**config.mk**
```make
export PLATFORM = sky130hd
export DESIGN_NAME = pic_bus_master_flat
export DESIGN_NICKNAME = d
export VERILOG_FILES = /design/src/rtl/pic_pkg.sv /design/src/rtl/pic_bus_master_if.sv /design/src/rtl/pic_bus_cycle.sv /design/src/rtl/pic_bus_master.sv /design/src/flat_wrapper.sv
export SDC_FILE = /design/constraint.sdc
export NUM_CORES = 1
export LEC_CHECK = 0
export CORE_UTILIZATION = 51
export DETAILED_ROUTE_END_ITERATION = 10
export PLACE_DENSITY_LB_ADDON = 0.25
export SYNTH_ARGS = -nofsm -noshare
export SYNTH_HDL_FRONTEND = slang
export SYNTH_SLANG_ARGS = --single-unit
```
**constraint.sdc**
```tcl
create_clock -name clk -period 2.6 [get_ports clk]
set_input_delay 0.26 -clock clk [delete_from_list [all_inputs] [get_ports clk]]
set_output_delay 0.26 -clock clk [all_outputs]
set_load 0.01 [all_outputs]
```
**src/rtl/pic_pkg.sv**
```systemverilog
// Shared encodings for the 8259 programming-interface master: command opcodes,
// ICW/OCW bit positions, FSM and bus-phase state types, and register formatters.
package pic_pkg;

    localparam logic [2:0] OP_OCW1   = 3'd0;
    localparam logic [2:0] OP_OCW2   = 3'd1;
    localparam logic [2:0] OP_OCW3   = 3'd2;
    localparam logic [2:0] OP_RD_IRR = 3'd3;
    localparam logic [2:0] OP_RD_ISR = 3'd4;
    localparam logic [2:0] OP_RD_IMR = 3'd5;

    localparam logic [7:0] OCW3_RD_IRR = 8'h0A;
    localparam logic [7:0] OCW3_RD_ISR = 8'h0B;

    localparam int unsigned ICW1_IC4  = 32'd0;
    localparam int unsigned ICW1_SNGL = 32'd1;
    localparam int unsigned ICW1_D4   = 32'd4;
    localparam int unsigned OCW3_RIS  = 32'd0;
    localparam int unsigned OCW3_RR   = 32'd1;

    typedef enum logic [2:0] {
        ST_IDLE     = 3'd0,
        ST_ICW1     = 3'd1,
        ST_ICW2     = 3'd2,
        ST_ICW3     = 3'd3,
        ST_ICW4     = 3'd4,
        ST_PRE_OCW3 = 3'd5,
        ST_MAIN     = 3'd6,
        ST_DONE     = 3'd7
    } state_e;

    typedef enum logic [2:0] {
        PH_IDLE    = 3'd0,
        PH_SETUP   = 3'd1,
        PH_STROBE  = 3'd2,
        PH_HOLD    = 3'd3,
        PH_RECOVER = 3'd4
    } phase_e;

    typedef enum logic {
        SEL_IRR = 1'b0,
        SEL_ISR = 1'b1
    } rd_sel_e;

    function automatic logic [7:0] icw1_fmt(input logic [7:0] d);
        logic [7:0] r;
        r = d;
        r[ICW1_D4] = 1'b1;
        return r;
    endfunction

    function automatic logic [7:0] ocw2_fmt(input logic [7:0] d);
        return {d[7:5], 2'b00, d[2:0]};
    endfunction

    function automatic logic [7:0] ocw3_fmt(input logic [7:0] d);
        return {1'b0, d[6:5], 2'b01, d[2:0]};
    endfunction

    function automatic logic is_read_op(input logic [2:0] op);
        return (op == OP_RD_IRR) || (op == OP_RD_ISR) || (op == OP_RD_IMR);
    endfunction

endpackage

```
**src/rtl/pic_bus_master_if.sv**
```systemverilog
// Command port toward the CPU side plus the pin-level bus toward the 8259.
interface pic_bus_master_if;
    logic       cmd_valid;
    logic       cmd_ready;
    logic [2:0] cmd_op;
    logic [7:0] cmd_data;
    logic [7:0] rd_data;
    logic       rd_valid;
    logic       CS_n;
    logic       WR_n;
    logic       RD_n;
    logic       A0;
    logic [7:0] dout;
    logic       dout_oe;
    logic [7:0] din;

    modport master (
        input  cmd_valid, cmd_op, cmd_data, din,
        output cmd_ready, rd_data, rd_valid, CS_n, WR_n, RD_n, A0, dout, dout_oe
    );

    modport slave (
        output cmd_valid, cmd_op, cmd_data, din,
        input  cmd_ready, rd_data, rd_valid, CS_n, WR_n, RD_n, A0, dout, dout_oe
    );
endinterface

```
**src/rtl/pic_bus_cycle.sv**
```systemverilog
// One 8259 read or write bus cycle: SETUP, STROBE, HOLD, RECOVER with registered pins.
// A new request may start on the last RECOVER clock so that cycles run back to back.
module pic_bus_cycle import pic_pkg::*; #(
    parameter int unsigned T_SETUP   = 32'd1,
    parameter int unsigned T_STROBE  = 32'd2,
    parameter int unsigned T_HOLD    = 32'd1,
    parameter int unsigned T_RECOVER = 32'd2
) (
    input  logic       clk,
    input  logic       reset,
    input  logic       req,
    input  logic       is_read,
    input  logic       a0,
    input  logic [7:0] wdata,
    input  logic [7:0] din,
    output logic       done,
    output logic [7:0] rdata,
    output logic       bus_cs_n,
    output logic       bus_wr_n,
    output logic       bus_rd_n,
    output logic       bus_a0,
    output logic [7:0] bus_dout,
    output logic       bus_oe
);
    localparam logic [2:0] SETUP_LAST   = 3'(T_SETUP - 32'd1);
    localparam logic [2:0] STROBE_LAST  = 3'(T_STROBE - 32'd1);
    localparam logic [2:0] HOLD_LAST    = 3'(T_HOLD - 32'd1);
    localparam logic [2:0] RECOVER_LAST = 3'(T_RECOVER - 32'd1);

    phase_e     phase_r;
    logic [2:0] cnt_r;
    logic       cs_n_r, wr_n_r, rd_n_r, a0_r, oe_r, read_r;
    logic [7:0] dout_r, rdata_r;
    logic       done_s, start_s;

    assign done_s  = (phase_r == PH_RECOVER) && (cnt_r == RECOVER_LAST);
    assign start_s = req && ((phase_r == PH_IDLE) || done_s);

    assign done     = done_s;
    assign rdata    = rdata_r;
    assign bus_cs_n = cs_n_r;
    assign bus_wr_n = wr_n_r;
    assign bus_rd_n = rd_n_r;
    assign bus_a0   = a0_r;
    assign bus_dout = dout_r;
    assign bus_oe   = oe_r;

    // Phase sequencer and pin registers
    always_ff @(posedge clk) begin
        if (reset) begin
            phase_r <= PH_IDLE;
            cnt_r   <= 3'd0;
            cs_n_r  <= 1'b1;
            wr_n_r  <= 1'b1;
            rd_n_r  <= 1'b1;
            a0_r    <= 1'b0;
            oe_r    <= 1'b0;
            read_r  <= 1'b0;
            dout_r  <= 8'h00;
            rdata_r <= 8'h00;
        end else if (start_s) begin
            phase_r <= PH_SETUP;
            cnt_r   <= 3'd0;
            cs_n_r  <= 1'b0;
            wr_n_r  <= 1'b1;
            rd_n_r  <= 1'b1;
            a0_r    <= a0;
            oe_r    <= ~is_read;
            read_r  <= is_read;
            dout_r  <= is_read ? 8'h00 : wdata;
        end else begin
            case (phase_r)
                PH_SETUP: begin
                    if (cnt_r == SETUP_LAST) begin
                        phase_r <= PH_STROBE;
                        cnt_r   <= 3'd0;
                        wr_n_r  <= read_r;
                        rd_n_r  <= ~read_r;
                    end else begin
                        cnt_r <= cnt_r + 3'd1;
                    end
                end
                PH_STROBE: begin
                    if (cnt_r == STROBE_LAST) begin
                        phase_r <= PH_HOLD;
                        cnt_r   <= 3'd0;
                        wr_n_r  <= 1'b1;
                        rd_n_r  <= 1'b1;
                        if (read_r) begin
                            rdata_r <= din;
                        end
                    end else begin
                        cnt_r <= cnt_r + 3'd1;
                    end
                end
                PH_HOLD: begin
                    if (cnt_r == HOLD_LAST) begin
                        phase_r <= PH_RECOVER;
                        cnt_r   <= 3'd0;
                        cs_n_r  <= 1'b1;
                        oe_r    <= 1'b0;
                    end else begin
                        cnt_r <= cnt_r + 3'd1;
                    end
                end
                PH_RECOVER: begin
                    if (done_s) begin
                        phase_r <= PH_IDLE;
                        cnt_r   <= 3'd0;
                    end else begin
                        cnt_r <= cnt_r + 3'd1;
                    end
                end
                default: begin
                    phase_r <= PH_IDLE;
                    cnt_r   <= 3'd0;
                end
            endcase
        end
    end
endmodule

```
**src/rtl/pic_bus_master.sv**
```systemverilog
// CPU-side 8259 initiator: ICW1..ICW4 initialisation, then a single-entry command port
// for OCW writes and IRR/ISR/IMR reads with automatic OCW3 read-select insertion.
module pic_bus_master import pic_pkg::*; #(
    parameter int unsigned T_SETUP   = 32'd1,
    parameter int unsigned T_STROBE  = 32'd2,
    parameter int unsigned T_HOLD    = 32'd1,
    parameter int unsigned T_RECOVER = 32'd2
) (
    input  logic                    clk,
    input  logic                    reset,
    input  logic                    start_init,
    input  logic [7:0]              icw1_cfg,
    input  logic [7:0]              icw2_cfg,
    input  logic [7:0]              icw3_cfg,
    input  logic [7:0]              icw4_cfg,
    output logic                    init_done,
    output logic                    busy,
    pic_bus_master_if.master        bus
);
    state_e     state_r;
    rd_sel_e    rd_sel_r;
    logic       init_done_r, busy_r, rd_valid_r, sngl_r, ic4_r;
    logic [7:0] rd_data_r, icw2_r, icw3_r, icw4_r;
    logic [2:0] op_r;
    logic       req_s, is_read_s, a0_s, cyc_done_s, accept_s, cmd_ready_s;
    logic [7:0] wdata_s, rdata_s;

    // start_init wins a same-cycle tie with a pending command
    assign cmd_ready_s   = (state_r == ST_IDLE) && init_done_r && !start_init;
    assign accept_s      = cmd_ready_s && bus.cmd_valid;
    assign bus.cmd_ready = cmd_ready_s;
    assign bus.rd_data   = rd_data_r;
    assign bus.rd_valid  = rd_valid_r;
    assign init_done     = init_done_r;
    assign busy          = busy_r;

    // Bus request decode: issues the next cycle on the edge the state advances
    always_comb begin
        req_s     = 1'b0;
        is_read_s = 1'b0;
        a0_s      = 1'b0;
        wdata_s   = 8'h00;
        case (state_r)
            ST_IDLE: begin
                if (start_init) begin
                    req_s   = 1'b1;
                    wdata_s = icw1_fmt(icw1_cfg);
                end else if (accept_s) begin
                    case (bus.cmd_op)
                        OP_OCW1: begin req_s = 1'b1; a0_s = 1'b1; wdata_s = bus.cmd_data; end
                        OP_OCW2: begin req_s = 1'b1; wdata_s = ocw2_fmt(bus.cmd_data); end
                        OP_OCW3: begin req_s = 1'b1; wdata_s = ocw3_fmt(bus.cmd_data); end
                        OP_RD_IRR: begin
                            req_s = 1'b1;
                            if (rd_sel_r == SEL_IRR) begin
                                is_read_s = 1'b1;
                            end else begin
                                wdata_s = OCW3_RD_IRR;
                            end
                        end
                        OP_RD_ISR: begin
                            req_s = 1'b1;
                            if (rd_sel_r == SEL_ISR) begin
                                is_read_s = 1'b1;
                            end else begin
                                wdata_s = OCW3_RD_ISR;
                            end
                        end
                        OP_RD_IMR: begin req_s = 1'b1; is_read_s = 1'b1; a0_s = 1'b1; end
                        default:   req_s = 1'b0;
                    endcase
                end else begin
                    req_s = 1'b0;
                end
            end
            ST_ICW1: begin req_s = cyc_done_s; a0_s = 1'b1; wdata_s = icw2_r; end
            ST_ICW2: begin
                a0_s = 1'b1;
                if (!sngl_r) begin
                    req_s   = cyc_done_s;
                    wdata_s = icw3_r;
                end else begin
                    req_s   = cyc_done_s && ic4_r;
                    wdata_s = icw4_r;
                end
            end
            ST_ICW3:     begin req_s = cyc_done_s && ic4_r; a0_s = 1'b1; wdata_s = icw4_r; end
            ST_PRE_OCW3: begin req_s = cyc_done_s; is_read_s = 1'b1; end
            default:     req_s = 1'b0;
        endcase
    end

    // Top sequencing FSM with registered status outputs
    always_ff @(posedge clk) begin
        if (reset) begin
            state_r     <= ST_IDLE;
            rd_sel_r    <= SEL_IRR;
            init_done_r <= 1'b0;
            busy_r      <= 1'b0;
            rd_valid_r  <= 1'b0;
            rd_data_r   <= 8'h00;
            sngl_r      <= 1'b0;
            ic4_r       <= 1'b0;
            icw2_r      <= 8'h00;
            icw3_r      <= 8'h00;
            icw4_r      <= 8'h00;
            op_r        <= 3'd0;
        end else begin
            rd_valid_r <= 1'b0;
            case (state_r)
                ST_IDLE: begin
                    if (start_init) begin
                        state_r     <= ST_ICW1;
                        busy_r      <= 1'b1;
                        init_done_r <= 1'b0;
                        sngl_r      <= icw1_cfg[ICW1_SNGL];
                        ic4_r       <= icw1_cfg[ICW1_IC4];
                        icw2_r      <= icw2_cfg;
                        icw3_r      <= icw3_cfg;
                        icw4_r      <= icw4_cfg;
                    end else if (accept_s) begin
                        op_r   <= bus.cmd_op;
                        busy_r <= 1'b1;
                        state_r <= ST_MAIN;
                        case (bus.cmd_op)
                            OP_OCW3: begin
                                if (bus.cmd_data[OCW3_RR]) begin
                                    rd_sel_r <= bus.cmd_data[OCW3_RIS] ? SEL_ISR : SEL_IRR;
                                end
                            end
                            OP_RD_IRR: begin
                                if (rd_sel_r != SEL_IRR) begin
                                    state_r  <= ST_PRE_OCW3;
                                    rd_sel_r <= SEL_IRR;
                                end
                            end
                            OP_RD_ISR: begin
                                if (rd_sel_r != SEL_ISR) begin
                                    state_r  <= ST_PRE_OCW3;
                                    rd_sel_r <= SEL_ISR;
                                end
                            end
                            OP_OCW1, OP_OCW2, OP_RD_IMR: state_r <= ST_MAIN;
                            default: begin
                                state_r <= ST_DONE;
                                busy_r  <= 1'b0;
                            end
                        endcase
                    end
                end
                ST_ICW1: begin
                    if (cyc_done_s) state_r <= ST_ICW2;
                end
                ST_ICW2: begin
                    if (cyc_done_s) begin
                        if (!sngl_r) begin
                            state_r <= ST_ICW3;
                        end else if (ic4_r) begin
                            state_r <= ST_ICW4;
                        end else begin
                            state_r     <= ST_DONE;
                            busy_r      <= 1'b0;
                            init_done_r <= 1'b1;
                            rd_sel_r    <= SEL_IRR;
                        end
                    end
                end
                ST_ICW3: begin
                    if (cyc_done_s) begin
                        if (ic4_r) begin
                            state_r <= ST_ICW4;
                        end else begin
                            state_r     <= ST_DONE;
                            busy_r      <= 1'b0;
                            init_done_r <= 1'b1;
                            rd_sel_r    <= SEL_IRR;
                        end
                    end
                end
                ST_ICW4: begin
                    if (cyc_done_s) begin
                        state_r     <= ST_DONE;
                        busy_r      <= 1'b0;
                        init_done_r <= 1'b1;
                        rd_sel_r    <= SEL_IRR;
                    end
                end
                ST_PRE_OCW3: begin
                    if (cyc_done_s) state_r <= ST_MAIN;
                end
                ST_MAIN: begin
                    if (cyc_done_s) begin
                        state_r <= ST_DONE;
                        busy_r  <= 1'b0;
                        if (is_read_op(op_r)) begin
                            rd_valid_r <= 1'b1;
                            rd_data_r  <= rdata_s;
                        end
                    end
                end
                ST_DONE: state_r <= ST_IDLE;
                default: state_r <= ST_IDLE;
            endcase
        end
    end

    pic_bus_cycle #(
        .T_SETUP   (T_SETUP),
        .T_STROBE  (T_STROBE),
        .T_HOLD    (T_HOLD),
        .T_RECOVER (T_RECOVER)
    ) u_cycle (
        .clk      (clk),
        .reset    (reset),
        .req      (req_s),
        .is_read  (is_read_s),
        .a0       (a0_s),
        .wdata    (wdata_s),
        .din      (bus.din),
        .done     (cyc_done_s),
        .rdata    (rdata_s),
        .bus_cs_n (bus.CS_n),
        .bus_wr_n (bus.WR_n),
        .bus_rd_n (bus.RD_n),
        .bus_a0   (bus.A0),
        .bus_dout (bus.dout),
        .bus_oe   (bus.dout_oe)
    );
endmodule

```
**src/flat_wrapper.sv**
```systemverilog
// flat-port wrapper written by rule: the top's interface ports become plain ports
module pic_bus_master_flat import pic_pkg::*;
#(
    parameter int unsigned T_SETUP   = 32'd1,
    parameter int unsigned T_STROBE  = 32'd2,
    parameter int unsigned T_HOLD    = 32'd1,
    parameter int unsigned T_RECOVER = 32'd2
)
  (clk, reset, start_init, icw1_cfg, icw2_cfg, icw3_cfg, icw4_cfg, init_done, busy, bus_cmd_valid, bus_cmd_op, bus_cmd_data, bus_din, bus_cmd_ready, bus_rd_data, bus_rd_valid, bus_CS_n, bus_WR_n, bus_RD_n, bus_A0, bus_dout, bus_dout_oe);
  pic_bus_master_if bus_i ();
  input  logic clk;
  input  logic reset;
  input  logic start_init;
  input  logic [7:0] icw1_cfg;
  input  logic [7:0] icw2_cfg;
  input  logic [7:0] icw3_cfg;
  input  logic [7:0] icw4_cfg;
  output logic init_done;
  output logic busy;
  input wire logic [$bits(bus_i.cmd_valid)-1:0] bus_cmd_valid;
  input wire logic [$bits(bus_i.cmd_op)-1:0] bus_cmd_op;
  input wire logic [$bits(bus_i.cmd_data)-1:0] bus_cmd_data;
  input wire logic [$bits(bus_i.din)-1:0] bus_din;
  output wire logic [$bits(bus_i.cmd_ready)-1:0] bus_cmd_ready;
  output wire logic [$bits(bus_i.rd_data)-1:0] bus_rd_data;
  output wire logic [$bits(bus_i.rd_valid)-1:0] bus_rd_valid;
  output wire logic [$bits(bus_i.CS_n)-1:0] bus_CS_n;
  output wire logic [$bits(bus_i.WR_n)-1:0] bus_WR_n;
  output wire logic [$bits(bus_i.RD_n)-1:0] bus_RD_n;
  output wire logic [$bits(bus_i.A0)-1:0] bus_A0;
  output wire logic [$bits(bus_i.dout)-1:0] bus_dout;
  output wire logic [$bits(bus_i.dout_oe)-1:0] bus_dout_oe;
  assign bus_i.cmd_valid = bus_cmd_valid;
  assign bus_i.cmd_op = bus_cmd_op;
  assign bus_i.cmd_data = bus_cmd_data;
  assign bus_i.din = bus_din;
  assign bus_cmd_ready = bus_i.cmd_ready;
  assign bus_rd_data = bus_i.rd_data;
  assign bus_rd_valid = bus_i.rd_valid;
  assign bus_CS_n = bus_i.CS_n;
  assign bus_WR_n = bus_i.WR_n;
  assign bus_RD_n = bus_i.RD_n;
  assign bus_A0 = bus_i.A0;
  assign bus_dout = bus_i.dout;
  assign bus_dout_oe = bus_i.dout_oe;
  pic_bus_master #(.T_SETUP(T_SETUP), .T_STROBE(T_STROBE), .T_HOLD(T_HOLD), .T_RECOVER(T_RECOVER)) u_core (.clk(clk), .reset(reset), .start_init(start_init), .icw1_cfg(icw1_cfg), .icw2_cfg(icw2_cfg), .icw3_cfg(icw3_cfg), .icw4_cfg(icw4_cfg), .init_done(init_done), .busy(busy), .bus(bus_i));
endmodule
```
==> metrics.yaml <==
yosys:
  synth_top_cell_by_area: "dfxtp_1"
  yosys_register_bits: 72
  syn_avg_cell_area_um2: 8.24
  synthTopCellsByArea: "dfxtp_1, nand2_1, a21oi_1, mux2i_1, nor2_1"
  syn_nets: 502
  ys_async_sr_fraction_pct: 0
  synth_cell_types: 70
  synth_top_area_share_pct: 39.4
  synth-main-ff-cell: "dfxtp_1"
  synthTopCellsByCount: "nand2_1, dfxtp_1, a21oi_1, nor2_1, o21ai_0"
  yosys_warnings: 0
  syn_inst: 444
  synth_area_mm2: 0.00366
  synthMostInstantiatedCell: "nand2_1"
  synth_edf_count: 0
  yosysSeqAreaShare_pct: 39.4
worst_setup_path:
  critical_path_class: "register to output pin"
  worstPathMaxFanout: 15
  critPathArrivalTime_ns: 2.17
  cp_slowest_cell: "clkdlybuf4s50_1"
  end_kind: "output pin"
  path_cells: "or3_1 -> nor3b_1 -> clkdlybuf4s50_1"
  cp-start-kind: "register"
  cp.required_ns: 2.34
  slowest_delay_ns: 0.57
sta:
  rsz0062_at_grt: "no"
  worst_pin_slew_ns: 0.636
  fin_crit_ns: 2.43
  maxSlewHeadroom_pct: 57.3
  tns_ns: 0
  fin_worst_skew_ns: 0.00986
  max_freq_mhz: 411
  finalCritPeriodShare_pct: 93.5
  drv_slew: 0
  timing_hold_violations_final: 0
  setup_viol: 0
  setup_ws_ns: 0.169
clock_network:
  clk_latency_ns: 0.35
  clk_pin_slew_ns: 0.09
  post_cts_buffers: 0
  cts_sinks: 72
  clockBufferDepth: 2
  ctsHoldBuffers: 0
  cts.repair.resized: 0
  cts_tree: "yes"
  numCtsBuffers: 9
  cts-root-buf: "clkbuf_8"
  htreeDepth: 3
routing:
  detail-route-antenna-nets: 0
  vias_per_cell: 5.79
  drc: 0
  initialDrtViolationCount: 274
  wl_um: 9530
  dr.pass1.iters: 5
  wire_per_inst_um: 15.4
  via_count: 3570
global_routing:
  grt_overflow: 0
  gr-usage-met3_pct: 5.43
  grt_pass1_wl_um: 15700
  grt_use_total_pct: 26.9
  grt_max_degree: 40
  gr-usage-met2_pct: 44.6
  grtUsageMet1_pct: 34.3
  antenna_found_initial: 0
  busiest_layer: "met2"
  grt_pass1_vias: 3254
final_layout:
  area_delta_synth_final_pct: 30.1
  final_layout_size_suffix_gt1_share_pct: 10.6
  num-nets-final: 574
  diodes: 0
floorplan:
  design.die.area_mm2: 0.00752
  die_w_um: 86.7
  start_util_pct: 53.3
  num_rows: 30
  die_h_um: 86.7
  core-area_mm2: 0.00687
  io_pins: 80
place:
  post-place-ws_ns: 0.346
  numPortBuffers: 78
  place.detailed.hpwl_um: 6880
  gp_congestion: 0.929
flow_run:
  maxCapViolCount: 0
power_and_ir_drop:
  irDropWorstVdd_mv: 0.470
  leakage_nw: 1.71
  p_per_area_mw_per_mm2: 726
status:
  status: "finished clean"
worst_hold_path:
  worstHoldPathType: "input port to register"
[kinds of logic after synthesis]
| group | synth area share (%) |
|---|---|
| xor+xnor | 0.718 |
| simple gates | 25.7 |
| mux | 5.81 |
| compound gates | 22.2 |
| buf+inv | 5.13 |
| fa+ha+maj | 1.03 |
| flops | 39.4 |
[per-layer routing]
layer | wire (um) | part of all wire (%) | vias up
met4 | 231 | 2.4 | 0
met3 | 495 | 5.2 | 20
li1 | - | - | 1743
met5 | 0 | 0 | -
met1 | 4110 | 43 | 1665
met2 | 4690 | 49 | 142
[cell usage in the layout (no fill, tap or decap), types with 7 or more instances in the layout]
cell type	synthesis	layout
a21oi_1	49	49
clkbuf_8	0	9
clkdlybuf4s50_1	0	77
dfxtp_1	72	72
mux2i_1	19	19
nand3_1	7	7
nor2_1	34	34
nor2b_1	10	10
nand2_1	73	73
buf_4	3	19
a32oi_1	7	7
o21ai_0	20	20
nand2b_1	7	7
[worst max-delay path: cells and delay by family, from the launching register on]
kind / cells / cell delay (ns)
DFF: 1 / 0.48
and+or+nand+nor: 2 / 0.78
buffers and inverters: 1 / 0.57
[where the power goes]
group	leakage [nW]	internal, mW	switching, mW
Sequential	0.586	1.22	0.135
Combinational	1.02	0.471	0.617
Clock	0.107	0.550	0.460
Total	1.71	2.25	1.21
[registers in the layout (all words and copies together) (netlist names), 3 cells and up]
| register | flops |
|---|---|
| u_core.op_r | 3 |
| u_core.u_cycle.cnt_r | 3 |
| u_core.icw3_r | 8 |
| u_core.icw2_r | 8 |
| u_core.u_cycle.phase_r | 3 |
| u_core.u_cycle.bus_dout | 8 |
| u_core.state_r | 3 |
| u_core.icw4_r | 8 |
| u_core.u_cycle.rdata | 8 |
| u_core.bus.rd_data | 8 |
[through the flow]
step | total power [mW] | cell area (um^2) | cells | hold WS [ns] | util (%)
after floorplan | 2.09 | 3660 | 444 | 0.396 | -
after global placement | 2.42 | 4530 | 601 | 0.441 | 66.0
after detailed placement | 2.45 | 4530 | 601 | 0.449 | 66.0
after CTS | 3.46 | 4760 | 617 | 0.391 | 69.3
after global routing | 3.64 | 4760 | 617 | 0.428 | 69.3
final | 3.46 | 4760 | 617 | 0.398 | 69.3
[area by class of cell]
type / count / area [um^2]
fillers: 575 / 2110
multi-input cells: 332 / 2040
flip-flops and latches: 72 / 1440
repair buffers: 97 / 918
clock buffers: 9 / 124
well taps: 96 / 120
clock inverters: 7 / 101
inverters: 4 / 15.0
[worst paths after layout]
check                                 start                                       to  slack, ns  cells past startpoint
min                                   reset       u_core.bus.rd_data[4]$_SDFFE_PP0P_       0.40                      2
max reg2reg  u_core.state_r[0]$_SDFFE_PP0P_  u_core.u_cycle.bus_dout[3]$_SDFFE_PP0P_       0.33                      6
max          u_core.state_r[1]$_SDFFE_PP0P_                            bus_cmd_ready       0.17                      3
min reg2reg   u_core.icw3_r[3]$_SDFFE_PP0P_            u_core.icw3_r[3]$_SDFFE_PP0P_       0.46                      2
No activity file was read; power rests on OpenSTA's default activity.
